--- src/rtl/cac_wrbk.sv ---
// Cache-to-memory writeback transmitter: reads one cache line into a local buffer,
// checks parity, then streams it out word by word. Optional: CAC_WB_PAR_REGEN_EN.
module cac_wrbk #(
    parameter int DATA_W     = 36,
    parameter int LINE_ADR_W = 7,
    parameter int WORDS      = 4
) (
    input  logic                    clk_h,
    input  logic                    reset_l,
    input  logic                    wb_req_h,
    input  logic [LINE_ADR_W+1:0]   wb_adr_h,
    output logic                    wb_busy_h,
    output logic                    wb_done_h,
    output logic                    csh_rd_en_h,
    output logic [LINE_ADR_W+1:0]   csh_rd_adr_h,
    input  logic [DATA_W-1:0]       cache_data_h,
    input  logic                    csh_par_bit_h,
    output logic [DATA_W-1:0]       cache_to_mem_h,
    output logic                    cache_to_mem_par_h,
    output logic [LINE_ADR_W+1:0]   mem_wr_adr_h,
    output logic                    mem_wr_rq_h,
    input  logic                    mem_ack_h,
    output logic                    wb_par_err_h
);

    localparam int WSEL_W = $clog2(WORDS);

    typedef enum logic [1:0] {
        ST_IDLE,
        ST_READ,
        ST_XMIT,
        ST_DONE
    } state_t;

    state_t                  state_reg, state_next;
    logic [LINE_ADR_W-1:0]   line_reg;
    logic [WSEL_W-1:0]       start_reg;
    logic [WSEL_W:0]         rd_cnt_reg, rd_cnt_next;
    logic [WSEL_W-1:0]       wd_cnt_reg, wd_cnt_next;
    logic                    cap_vld_reg;
    logic [WSEL_W-1:0]       cap_idx_reg;
    logic                    par_err_reg;
    logic [DATA_W-1:0]       data_buf_reg [WORDS];
    logic                    par_buf_reg  [WORDS];

    logic                    accept;
    logic                    rd_en;
    logic                    xmit_rq;
    logic                    done;
    logic                    cap_bad;
    logic [WSEL_W-1:0]       rd_wsel;
    logic [WSEL_W-1:0]       wr_wsel;

    // Word select wraps within the line; no carry into the line field.
    assign rd_wsel = start_reg + rd_cnt_reg[WSEL_W-1:0];
    assign wr_wsel = start_reg + wd_cnt_reg;

    // Odd parity expected over data plus stored bit.
    assign cap_bad = ~^{cache_data_h, csh_par_bit_h};

    always_ff @(posedge clk_h or negedge reset_l) begin
        if (!reset_l) begin
            state_reg  <= ST_IDLE;
            rd_cnt_reg <= '0;
            wd_cnt_reg <= '0;
        end else begin
            state_reg  <= state_next;
            rd_cnt_reg <= rd_cnt_next;
            wd_cnt_reg <= wd_cnt_next;
        end
    end

    always_comb begin
        state_next  = state_reg;
        rd_cnt_next = rd_cnt_reg;
        wd_cnt_next = wd_cnt_reg;
        accept      = 1'b0;
        rd_en       = 1'b0;
        xmit_rq     = 1'b0;
        done        = 1'b0;
        case (state_reg)
            ST_IDLE: begin
                if (wb_req_h) begin
                    accept      = 1'b1;
                    rd_cnt_next = '0;
                    wd_cnt_next = '0;
                    state_next  = ST_READ;
                end
            end
            ST_READ: begin
                // Top counter bit marks the extra cycle that lets the last read land.
                if (!rd_cnt_reg[WSEL_W]) begin
                    rd_en       = 1'b1;
                    rd_cnt_next = rd_cnt_reg + 1'b1;
                end else begin
                    state_next  = ST_XMIT;
                end
            end
            ST_XMIT: begin
                xmit_rq = 1'b1;
                if (mem_ack_h) begin
                    wd_cnt_next = wd_cnt_reg + 1'b1;
                    if (wd_cnt_reg == WSEL_W'(WORDS - 1)) begin
                        state_next = ST_DONE;
                    end
                end
            end
            ST_DONE: begin
                done       = 1'b1;
                state_next = ST_IDLE;
            end
            default: begin
                state_next = ST_IDLE;
            end
        endcase
    end

    always_ff @(posedge clk_h or negedge reset_l) begin
        if (!reset_l) begin
            line_reg    <= '0;
            start_reg   <= '0;
            cap_vld_reg <= 1'b0;
            cap_idx_reg <= '0;
            par_err_reg <= 1'b0;
        end else begin
            cap_vld_reg <= rd_en;
            cap_idx_reg <= rd_cnt_reg[WSEL_W-1:0];
            if (accept) begin
                line_reg    <= wb_adr_h[LINE_ADR_W+1:WSEL_W];
                start_reg   <= wb_adr_h[WSEL_W-1:0];
                par_err_reg <= 1'b0;
            end else if (cap_vld_reg && cap_bad) begin
                par_err_reg <= 1'b1;
            end
        end
    end

    // Line buffer; slot k always holds the k-th word in transmit order.
    generate
        for (genvar gi = 0; gi < WORDS; gi++) begin : g_slot
            always_ff @(posedge clk_h or negedge reset_l) begin
                if (!reset_l) begin
                    data_buf_reg[gi] <= '0;
                    par_buf_reg[gi]  <= 1'b0;
                end else if (cap_vld_reg && (cap_idx_reg == WSEL_W'(gi))) begin
                    data_buf_reg[gi] <= cache_data_h;
                    par_buf_reg[gi]  <= csh_par_bit_h;
                end
            end
        end
    endgenerate

    assign wb_busy_h    = (state_reg != ST_IDLE);
    assign wb_done_h    = done;
    assign wb_par_err_h = par_err_reg;

    assign csh_rd_en_h  = rd_en;
    assign csh_rd_adr_h = rd_en ? {line_reg, rd_wsel} : '0;

    assign mem_wr_rq_h    = xmit_rq;
    assign mem_wr_adr_h   = xmit_rq ? {line_reg, wr_wsel} : '0;
    assign cache_to_mem_h = xmit_rq ? data_buf_reg[wd_cnt_reg] : '0;

`ifdef CAC_WB_PAR_REGEN_EN
    // Outgoing parity rebuilt from data so a bad stored bit is not propagated.
    assign cache_to_mem_par_h = xmit_rq ? ~^data_buf_reg[wd_cnt_reg] : 1'b0;
`else
    assign cache_to_mem_par_h = xmit_rq ? par_buf_reg[wd_cnt_reg] : 1'b0;
`endif

endmodule

--- config.mk ---
export PLATFORM = sky130hd
export DESIGN_NAME = cac_wrbk
export DESIGN_NICKNAME = d
export VERILOG_FILES = /design/src/rtl/cac_wrbk.sv
export SDC_FILE = /design/constraint.sdc
export NUM_CORES = 1
export LEC_CHECK = 0
export ABC_CLOCK_PERIOD_IN_PS = 1700
export BUFFER_PORTS_ARGS = -buffer_cell sky130_fd_sc_hd__buf_2
export CORE_MARGIN = 2
export CORE_UTILIZATION = 30
export DETAILED_ROUTE_END_ITERATION = 10
export PLACE_DENSITY_LB_ADDON = 0.1
export SLEW_MARGIN = 20
export SYNTH_ARGS = -nofsm -noshare
export SYNTH_HDL_FRONTEND = slang
export SYNTH_SLANG_ARGS = --single-unit
--- constraint.sdc ---
create_clock -name clk_h -period 1.7 [get_ports clk_h]
set_clock_uncertainty 0.15 [all_clocks]
set_input_delay 0 -clock clk_h [delete_from_list [all_inputs] [get_ports clk_h]]
set_output_delay 0 -clock clk_h [all_outputs]
set_load 0.02 [all_outputs]
==> impl_metrics.py, run 1 <==
metrics = {
    "cells_and_area": {
        "fillers": 2384,
        "largest_reg_flops": 144,
        "drive_gt1_share_pct": 63.0,
        "finalNetCount": 802,
        "register_area_sq_um": 4210,
        "area_growth_pct": 41.7,
        "antennaDiodeCount": 0,
        "multi_input_area_sq_um": 3910,
    },
    "cts": {
        "insertion_delay_ps": 420,
        "cts_tree": "done",
        "cts_root_buffer": "clkbuf_16",
        "path_clk_slew_ps": 70,
        "htree_num_levels": 4,
        "cts.path.max_buffers": 2,
        "cts_buffers": 17,
        "cts_sinks": 168,
    },
    "logic_synthesis": {
        "ys_ff_latch": 168,
        "synthArstFlopShare_pct": 100,
        "yosysSeqAreaShare_pct": 52.8,
        "synthesis.instances": 532,
        "post_synth_num_cell_types": 28,
        "synth_top_area_share_pct": 52.8,
        "yosysMostFrequentCell": "dfrtp_1",
        "synth_common_cells": "168 x dfrtp_1, 158 x mux2_2, 54 x and2_1, 37 x mux4_2, 30 x xnor2_1",
        "yosys_warnings": 0,
        "avgSynthCellArea_sq_um": 15.0,
        "synth.largest_area_cell": "dfrtp_1",
        "synth_edf_count": 0,
        "synth-main-ff-cell": "dfrtp_1",
        "netlist_top_cells_area": "dfrtp_1 53%, mux2_2 22%, mux4_2 10%",
        "synthesis.nets": 591,
        "netlist_area_sq_um": 7960,
    },
    "detailed_routing": {
        "avgRoutedWirePerCell_um": 19.2,
        "vias": 5135,
        "ant_nets": 0,
        "drt_iter0_drc": 210,
        "routed_wl_um": 20900,
        "first_pass_iters": 4,
        "drc_errors": 0,
        "vias_per_cell": 4.71,
    },
    "die": {
        "rows": 59,
        "start_util_pct": 30.6,
        "num_io_pins": 110,
        "die_h_um": 167,
        "dieWidth_um": 167,
        "die-area_sq_um": 27900,
        "core-area_sq_um": 26100,
    },
    "power": {
        "p_per_area_nw_per_um2": 1920,
        "ir_worst_vdd_mv": 0.796,
        "leakagePower_nw": 4.83,
        "p_total_mw": 21.7,
    },
    "hold_path": {
        "holdCritPathClass": "input pin to register",
    },
    "timing": {
        "fin_ws_ps": -368,
        "setup-violations-final": 50,
        "worst_slew_pin_slew_ps": 507,
        "min_period_ps": 2070,
        "fin_crit_sh_pct": 122,
        "hold_viol": 0,
        "slew_violations": 0,
        "rsz0062_at_grt": "yes",
        "slew_headroom_pct": 66.0,
        "maxClockFrequency_mhz": 484,
    },
    "global_routing": {
        "grtUsageTotal_pct": 15.7,
        "grt_pass1_wl_um": 33800,
        "overflow": 0,
        "antenna_found_initial": 1,
        "grt_max_degree": 64,
        "grt_pass1_vias": 5924,
    },
    "setup_path": {
        "ff2ff_setup_slack_ps": -50,
        "rr_startpoint": "state_reg[0]",
        "startpoint": "wd_cnt_reg[0]",
        "reg2reg_to": "state_reg[1]",
        "rr_worst_depth": 7,
        "arrival_ps": 1920,
        "start_kind": "register",
        "cp_max_fo": 6,
        "worst-setup-path-type": "register to primary output",
        "crit_path_end": "cache_to_mem_h[30]",
        "end_kind": "primary output",
        "cp.required_ps": 1550,
    },
    "outcome": {
        "violations": "negative setup slack",
        "outcome": "complete, but fails checks",
    },
    "run": {
        "cap_violations": 0,
    },
    "place": {
        "port_buffers": 109,
        "routabilityCongestion": 0.716,
        "hpwl_um": 13000,
        "place_ws_ps": -217,
    },
}
critical path: stages (launching register included):
cell and delay, ps:
dfrtp_2 410, buf_12 140, buf_16 140, mux4_2 500
and2_4 180, buf_6 120
worst min path at each step:
stage | depth (start not counted) | end | slack [ps] | start
after floorplan | 0 | cap_idx_reg[0] | -450 | reset_l
after global placement | 1 | data_buf_reg[113] | -220 | reset_l
after detailed placement | 1 | data_buf_reg[77] | -210 | reset_l
after CTS | 3 | line_reg[1] | 180 | wb_adr_h[3]
after global routing | 3 | line_reg[4] | 190 | wb_adr_h[6]
final | 3 | line_reg[4] | 200 | wb_adr_h[6]
cell type report:
cell class	count	share of cell area, %
Multi-Input combinational cell	329	34.7
Timing Repair inverter	1	0.0665
Clock inverter	9	0.599
Tap cell	335	3.71
Timing Repair Buffer	220	19.1
Clock buffer	23	4.32
Inverter	6	0.255
Sequential cell	168	37.3
report_power, final:
group	total, mW	switching, mW	leakage, nW	internal [mW]
clock	3.66	1.63	0.266	2.03
sequential	7.16	1.11	1.97	6.05
combinational	10.9	4.30	2.60	6.59
layout by cell type, fill, tap and decap left out, types with 4 or more instances in the layout:
cell type	instances
and2_4	53
buf_12	19
buf_2	52
buf_4	32
buf_6	65
clkbuf_16	17
clkbuf_8	4
clkinvlp_4	5
dfrtp_1	165
dlygate4sd3_1	50
ha_4	5
mux2_2	150
mux2_4	8
mux4_2	37
nand2_1	5
xnor2_1	28
xor2_1	5
through the flow:
| step | util, % | instance area [sq um] | hold slack, ps | instances | setup TNS (ps) |
|---|---|---|---|---|---|
| final | 43.3 | 11300 | 196 | 1091 | -14360 |
| after global routing | 43.3 | 11300 | 185 | 1091 | -18260 |
| after CTS | 43.2 | 11300 | 181 | 1091 | -18100 |
| after detailed placement | 35.8 | 9340 | -213 | 991 | -319 |
| after global placement | 35.8 | 9340 | -217 | 991 | -181 |
| after floorplan | - | 7990 | -446 | 532 | -60.0 |
logic make-up after synthesis:
logic type      after synthesis  synth area share (%)
fa+ha+maj                     9                  1.41
flops                       168                  52.8
buf+inv                      35                  1.93
simple gates                 73                  5.42
mux                         195                  32.8
xor+xnor                     38                  4.45
compound gates               14                  1.19
layer usage:
layer	vias up	share of wire (%)	track usage (%)
met1	2712	44	19.8
met4	2	1.1	3.45
met3	16	3.4	3.71
met5	-	0.053	0
met2	78	52	27.5
li1	2327	-	-
timing repair:
item | 4_1_cts | 5_1_grt
endpoints found under the hold margin | 330 | 0
hold buffers | 50 | 0
resized for setup | 195 | 29
endpoints found under the setup margin | 67 | 65
cloned | 4 | 0
buffers inserted | 14 | 5
pin swaps | 35 | 10
Note: power is estimated with default switching activity, not from simulation.
==> inputs of run 2 (changes only) <==
==> constraint.sdc (replaced) <==
create_clock -name clk_h -period 1.7 [get_ports clk_h]
set_clock_uncertainty 0.15 [all_clocks]
set_input_delay 0.17 -clock clk_h [delete_from_list [all_inputs] [get_ports clk_h]]
set_output_delay 0.17 -clock clk_h [all_outputs]
set_load 0.02 [all_outputs]
==> run 2 against run 1 <==
Compared with the run above:
- largest cell class unchanged
- wire length increased by 3.4%
- die area unchanged
- via count increased by 2.1%
- final area increased by 4.2%
- combinational power increased by 5%
- sequential cell count unchanged
- critical path type unchanged
- sequential share of layout area decreased by 1.5 points
- register-to-register slack got worse by 90 ps
- global-route usage increased by 0.63 points
- clock power increased by 24%
- hold slack got worse by 57 ps
- the run still ends with negative setup slack left
==> impl_metrics.py, run 2 (synthesized netlist as in run 1, its figures left out) <==
metrics = {
    "outcome": {
        "outcome": "complete, but fails checks",
        "violations": "negative setup slack",
    },
    "power": {
        "power_frac_comb_pct": 49.5,
        "p_per_area_nw_per_um2": 1970,
        "swShare_pct": 31.2,
        "p_int_mw": 15.9,
        "leakagePower_nw": 5.05,
        "seq_power_share_pct": 30.8,
        "clockPowerShare_pct": 19.7,
        "ir_worst_vdd_mv": 0.765,
        "power.net_switching_mw": 7.21,
    },
    "setup_path": {
        "rr_startpoint": "state_reg[1]",
        "start_kind": "register",
        "rr_worst_depth": 10,
        "crit_path_end": "cache_to_mem_h[10]",
        "cpPeakStageDelay_ps": 500,
        "crit_top_cell": "buf_4",
        "arrival_ps": 1930,
        "startpoint": "wd_cnt_reg[0]",
        "worst-setup-path-type": "register to primary output",
        "crit_chain": "buf_4 > buf_12 > mux4_2 > and2_4 > buf_4",
        "cp.required_ps": 1380,
        "slowest_stage": "mux4_2",
        "reg2reg_to": "state_reg[1]",
        "ff2ff_setup_slack_ps": -140,
        "cp_max_fo": 8,
        "end_kind": "primary output",
    },
    "cts": {
        "cts.path.max_buffers": 2,
        "cts_buffers": 17,
        "htree_num_levels": 4,
        "cts_root_buffer": "clkbuf_16",
        "path_clk_slew_ps": 60,
        "cts_tree": "done",
        "insertion_delay_ps": 430,
        "cts_sinks": 168,
    },
    "timing": {
        "worst_slew_pin_slew_ps": 421,
        "fin_ws_ps": -553,
        "worst_hold_slack_ps": 139,
        "slew_violations": 0,
        "maxClockFrequency_mhz": 444,
        "slew_headroom_pct": 71.9,
        "fin_crit_sh_pct": 133,
        "rsz0062_at_grt": "yes",
        "setup-violations-final": 73,
        "min_period_ps": 2250,
        "hold_viol": 0,
    },
    "global_routing": {
        "grt_pass1_vias": 5978,
        "antenna_found_initial": 0,
        "grt_max_degree": 73,
        "grtUsageTotal_pct": 16.3,
        "overflow": 0,
        "grt_pass1_wl_um": 34600,
    },
    "cells_and_area": {
        "antennaDiodeCount": 0,
        "mostFrequentLayoutCells": "164 x dfrtp_1, 157 x mux2_2, 71 x buf_6, 53 x buf_2, 51 x and2_4",
        "layout_commonest_cell": "dfrtp_1",
        "finalNetCount": 827,
        "largest_reg_flops": 144,
        "area_growth_pct": 47.6,
        "drive_gt1_share_pct": 65.6,
    },
    "place": {
        "place_ws_ps": -301,
        "routabilityCongestion": 0.699,
        "port_buffers": 109,
        "hpwl_um": 12800,
    },
    "hold_path": {
        "holdCritPathClass": "input pin to async pin",
    },
    "die": {
        "core-area_sq_um": 26100,
        "num_io_pins": 110,
        "die_h_um": 167,
        "start_util_pct": 30.6,
        "rows": 59,
        "dieWidth_um": 167,
        "die-area_sq_um": 27900,
    },
    "detailed_routing": {
        "vias": 5242,
        "ant_nets": 0,
        "drt_iter0_drc": 251,
        "avgRoutedWirePerCell_um": 19.4,
        "drc_errors": 0,
        "routed_wl_um": 21600,
        "vias_per_cell": 4.70,
        "first_pass_iters": 4,
    },
    "run": {
        "cap_violations": 0,
    },
}
[run 2: cell count changes in the layout (fill, tap and decap cells not counted), moves of 3 or more]
cell           before  now
buf_16              1    5
mux2_4              8    1
dlygate4sd3_1      50   47
buf_4              32   48
o21ai_2             0    3
bufinv_16           0    6
buf_6              65   71
inv_2               3    0
mux2_2            150  157
[run 2: layout make-up]
type / count / area (sq um)
flip-flops and latches: 168 / 4210
multi-input cells: 329 / 3940
repair inverters: 1 / 7.51
well taps: 335 / 419
inverters: 6 / 35.0
fillers: 2361 / 14300
repair buffers: 245 / 2450
clock buffers: 22 / 484
clock inverters: 10 / 213
[run 2: power groups by stage]
stage	registers (mW)	logic, mW	clock network [mW]
floorplan	6.79	6.17	0
global placement	7.01	8.59	0
detailed placement	7.16	8.73	0
CTS	7.10	11.2	4.69
global route	7.38	12.3	4.86
finish	7.11	11.4	4.55
[run 2: worst min path at each step]
| stage | endpoint | slack [ps] | cells past startpoint |
|---|---|---|---|
| 2_1_floorplan | cap_idx_reg[0] | -280 | 0 |
| 3_3_place_gp | data_buf_reg[115] | 20 | 2 |
| 3_5_place_dp | data_buf_reg[115] | 20 | 2 |
| 4_1_cts | wb_par_err_h | 110 | 4 |
| 5_1_grt | wd_cnt_reg[0] | 140 | 6 |
| 6_report | data_buf_reg[115] | 140 | 3 |
[run 2: timing repair]
| action | 4_1_cts | 5_1_grt |
|---|---|---|
| resized for setup | 181 | 42 |
| endpoints found under the setup margin | 65 | 68 |
| hold buffers | 47 | 0 |
| gates cloned | 7 | 1 |
| hold endpoints to repair | 325 | 0 |
| setup buffers | 18 | 6 |
| pin swaps | 39 | 20 |
[run 2: per-layer routing]
layer / GRT usage [%] / up-vias / routed length, um
met5: 0 / - / 0
met2: 27.2 / 75 / 11100
li1: - / 2391 / -
met1: 21.5 / 2757 / 9680
met4: 4.84 / 0 / 277
met3: 3.45 / 19 / 628
[run 2: worst max-delay path, delay by kind of cell (launching register included)]
family | cells | cell delay [ps]
DFF | 1 | 420
muxes | 1 | 500
and+or+nand+nor | 1 | 170
buffers and inverters | 3 | 420
[run 2: through the flow]
step	utilization (%)	cell area, sq um	power [mW]	TNS [ps]	cells
3_5_place_dp	36.6	9550	15.9	-5080	1009
2_1_floorplan	-	8050	13.0	-1400	532
3_3_place_gp	36.6	9550	15.6	-4940	1009
5_1_grt	45.1	11800	24.5	-30590	1116
6_report	45.1	11800	23.1	-25670	1116
4_1_cts	44.4	11600	23.0	-26600	1112
==> inputs of run 3 (changes only) <==
- ABC_CLOCK_PERIOD_IN_PS: 1700 -> 2300
- clock period: 1.7 -> 2.3 ns (I/O delays scaled with it)
==> run 3 against run 2 <==
Compared with the run above:
- the flow still finishes with violations (negative setup slack)
- hold slack worse by 27 ps
- die area unchanged
- register-to-register slack better by 400 ps
- largest cell class unchanged
==> impl_metrics.py, run 3 (synthesized netlist as in run 1, its figures left out) <==
metrics = {
    "outcome": {
        "outcome": "complete, but fails checks",
        "violations": "negative setup slack",
    },
    "timing": {
        "min_period_ps": 2350,
        "maxClockFrequency_mhz": 426,
        "slew_headroom_pct": 65.4,
        "slew_violations": 0,
        "fin_crit_sh_pct": 102,
        "worst_hold_slack_ps": 112,
        "hold_viol": 0,
        "fin_ws_ps": -48.1,
        "rsz0062_at_grt": "yes",
        "setup-violations-final": 20,
        "worst_slew_pin_slew_ps": 520,
    },
    "detailed_routing": {
        "vias": 4979,
        "ant_nets": 0,
        "first_pass_iters": 4,
        "avgRoutedWirePerCell_um": 19.1,
        "drt_iter0_drc": 163,
        "drc_errors": 0,
        "met3_length_um": 614,
        "top_layer": "met4",
        "wl_met1_um": 8780,
        "routed_wl_um": 20100,
        "vias_per_cell": 4.74,
        "wl_met2_um": 10400,
    },
    "cts": {
        "cts_sinks": 168,
        "insertion_delay_ps": 420,
        "cts_buffers": 17,
        "cts_tree": "done",
        "cts.path.max_buffers": 2,
        "htree_num_levels": 4,
        "path_clk_slew_ps": 70,
        "cts_root_buffer": "clkbuf_16",
    },
    "die": {
        "dieWidth_um": 167,
        "die-area_sq_um": 27900,
        "num_io_pins": 110,
        "rows": 59,
        "start_util_pct": 30.6,
        "die_h_um": 167,
        "core-area_sq_um": 26100,
    },
    "global_routing": {
        "grtUsageTotal_pct": 14.9,
        "grt_pass1_vias": 5591,
        "antenna_found_initial": 0,
        "overflow": 0,
        "grt_max_degree": 52,
        "grt_pass1_wl_um": 31900,
    },
    "cells_and_area": {
        "largest_reg_flops": 144,
        "mostFrequentLayoutCells": "166 x dfrtp_1, 158 x mux2_2, 78 x buf_2, 47 x dlygate4sd3_1, 37 x mux4_2",
        "finalNetCount": 762,
        "antennaDiodeCount": 0,
        "drive_gt1_share_pct": 56.1,
        "post-route-util_pct": 40.6,
        "final_area_sq_um": 10600,
        "layout_commonest_cell": "dfrtp_1",
        "area_growth_pct": 32.9,
        "fin_cells": 1050,
    },
    "setup_path": {
        "end_kind": "primary output",
        "rr_startpoint": "state_reg[0]",
        "startpoint": "wd_cnt_reg[0]",
        "arrival_ps": 1970,
        "worst-setup-path-type": "register to primary output",
        "cp.required_ps": 1920,
        "start_kind": "register",
        "cp_max_fo": 7,
    },
    "power": {
        "p_per_area_nw_per_um2": 1420,
        "clockPowerShare_pct": 19.3,
        "power.net_switching_mw": 4.91,
        "power_frac_comb_pct": 45.5,
        "swShare_pct": 32.8,
        "leakagePower_nw": 4.53,
        "ir_worst_vdd_mv": 0.512,
        "p_int_mw": 10.1,
        "p_total_mw": 15.0,
        "seq_power_share_pct": 35.1,
    },
    "place": {
        "placed_cells": 964,
        "routabilityCongestion": 0.699,
        "hpwl_um": 12300,
        "post_dp_cell_area_sq_um": 9080,
        "port_buffers": 109,
    },
    "run": {
        "cap_violations": 0,
    },
    "hold_path": {
        "min_from": "wb_req_h",
        "holdCritPathClass": "input pin to register",
    },
}
run 3: cell types whose count changed in the layout (fill, tap and decap cells not counted), moves of 5 or more:
cell / before / now
buf_12: 19 / 14
buf_16: 5 / 0
and2_1: 3 / 24
buf_6: 71 / 31
inv_6: 1 / 8
buf_4: 48 / 9
and2_4: 51 / 30
buf_2: 53 / 78
run 3: area by class of cell:
type	instances	area (sq um)
fillers	2464	15500
flip-flops and latches	168	4210
clock buffers	17	425
multi-input cells	329	3730
clock inverters	14	160
well taps	335	419
repair buffers	181	1610
inverters	6	25.0
run 3: per-stage QoR:
stage          setup WS, ps  TNS (ps)
6_report              -48.1      -396
5_1_grt                -101     -1970
4_1_cts               -93.4     -1850
3_5_place_dp            260         0
3_3_place_gp            277         0
2_1_floorplan           205         0
run 3: repair_timing:
action,in CTS,in global routing
hold buffers,47,0
hold endpoints to repair,205,0
setup buffers,3,3
pin swaps,0,5
gates cloned,1,2
resized for setup,26,77
endpoints found under the setup margin,38,46
run 3: power groups by stage:
stage                     Clock [mW]  Sequential (mW)  Combinational, mW
after floorplan                    0             5.01               4.37
after global placement             0             5.23               5.88
after detailed placement           0             5.34               5.99
after CTS                       2.99             5.28               6.35
after global routing            3.12             5.47               7.38
final                           2.90             5.26               6.83
run 3: critical path: stages (launching register included):
cell,delay (ps)
dfrtp_2,410
buf_12,150
clkbuf_16,170
mux4_2,510
and2_4,180
buf_6,120
run 3: layer usage:
layer,global-route usage [%],vias up
met4,3.71,0
met5,0,-
met2,26.4,76
met3,3.18,15
met1,18.6,2636
li1,-,2252
run 3: final timing paths:
kind | slack (ps) | end | cells past startpoint
setup / recovery | -50 | cache_to_mem_h[17] | 5
hold / removal | 110 | rd_cnt_reg[2] | 4
setup reg to reg | 260 | state_reg[1] | 8
hold reg to reg | 350 | cap_idx_reg[1] | 0
max in group asynchronous | 1050 | data_buf_reg[141] | 3
min in group asynchronous | 190 | data_buf_reg[4] | 2
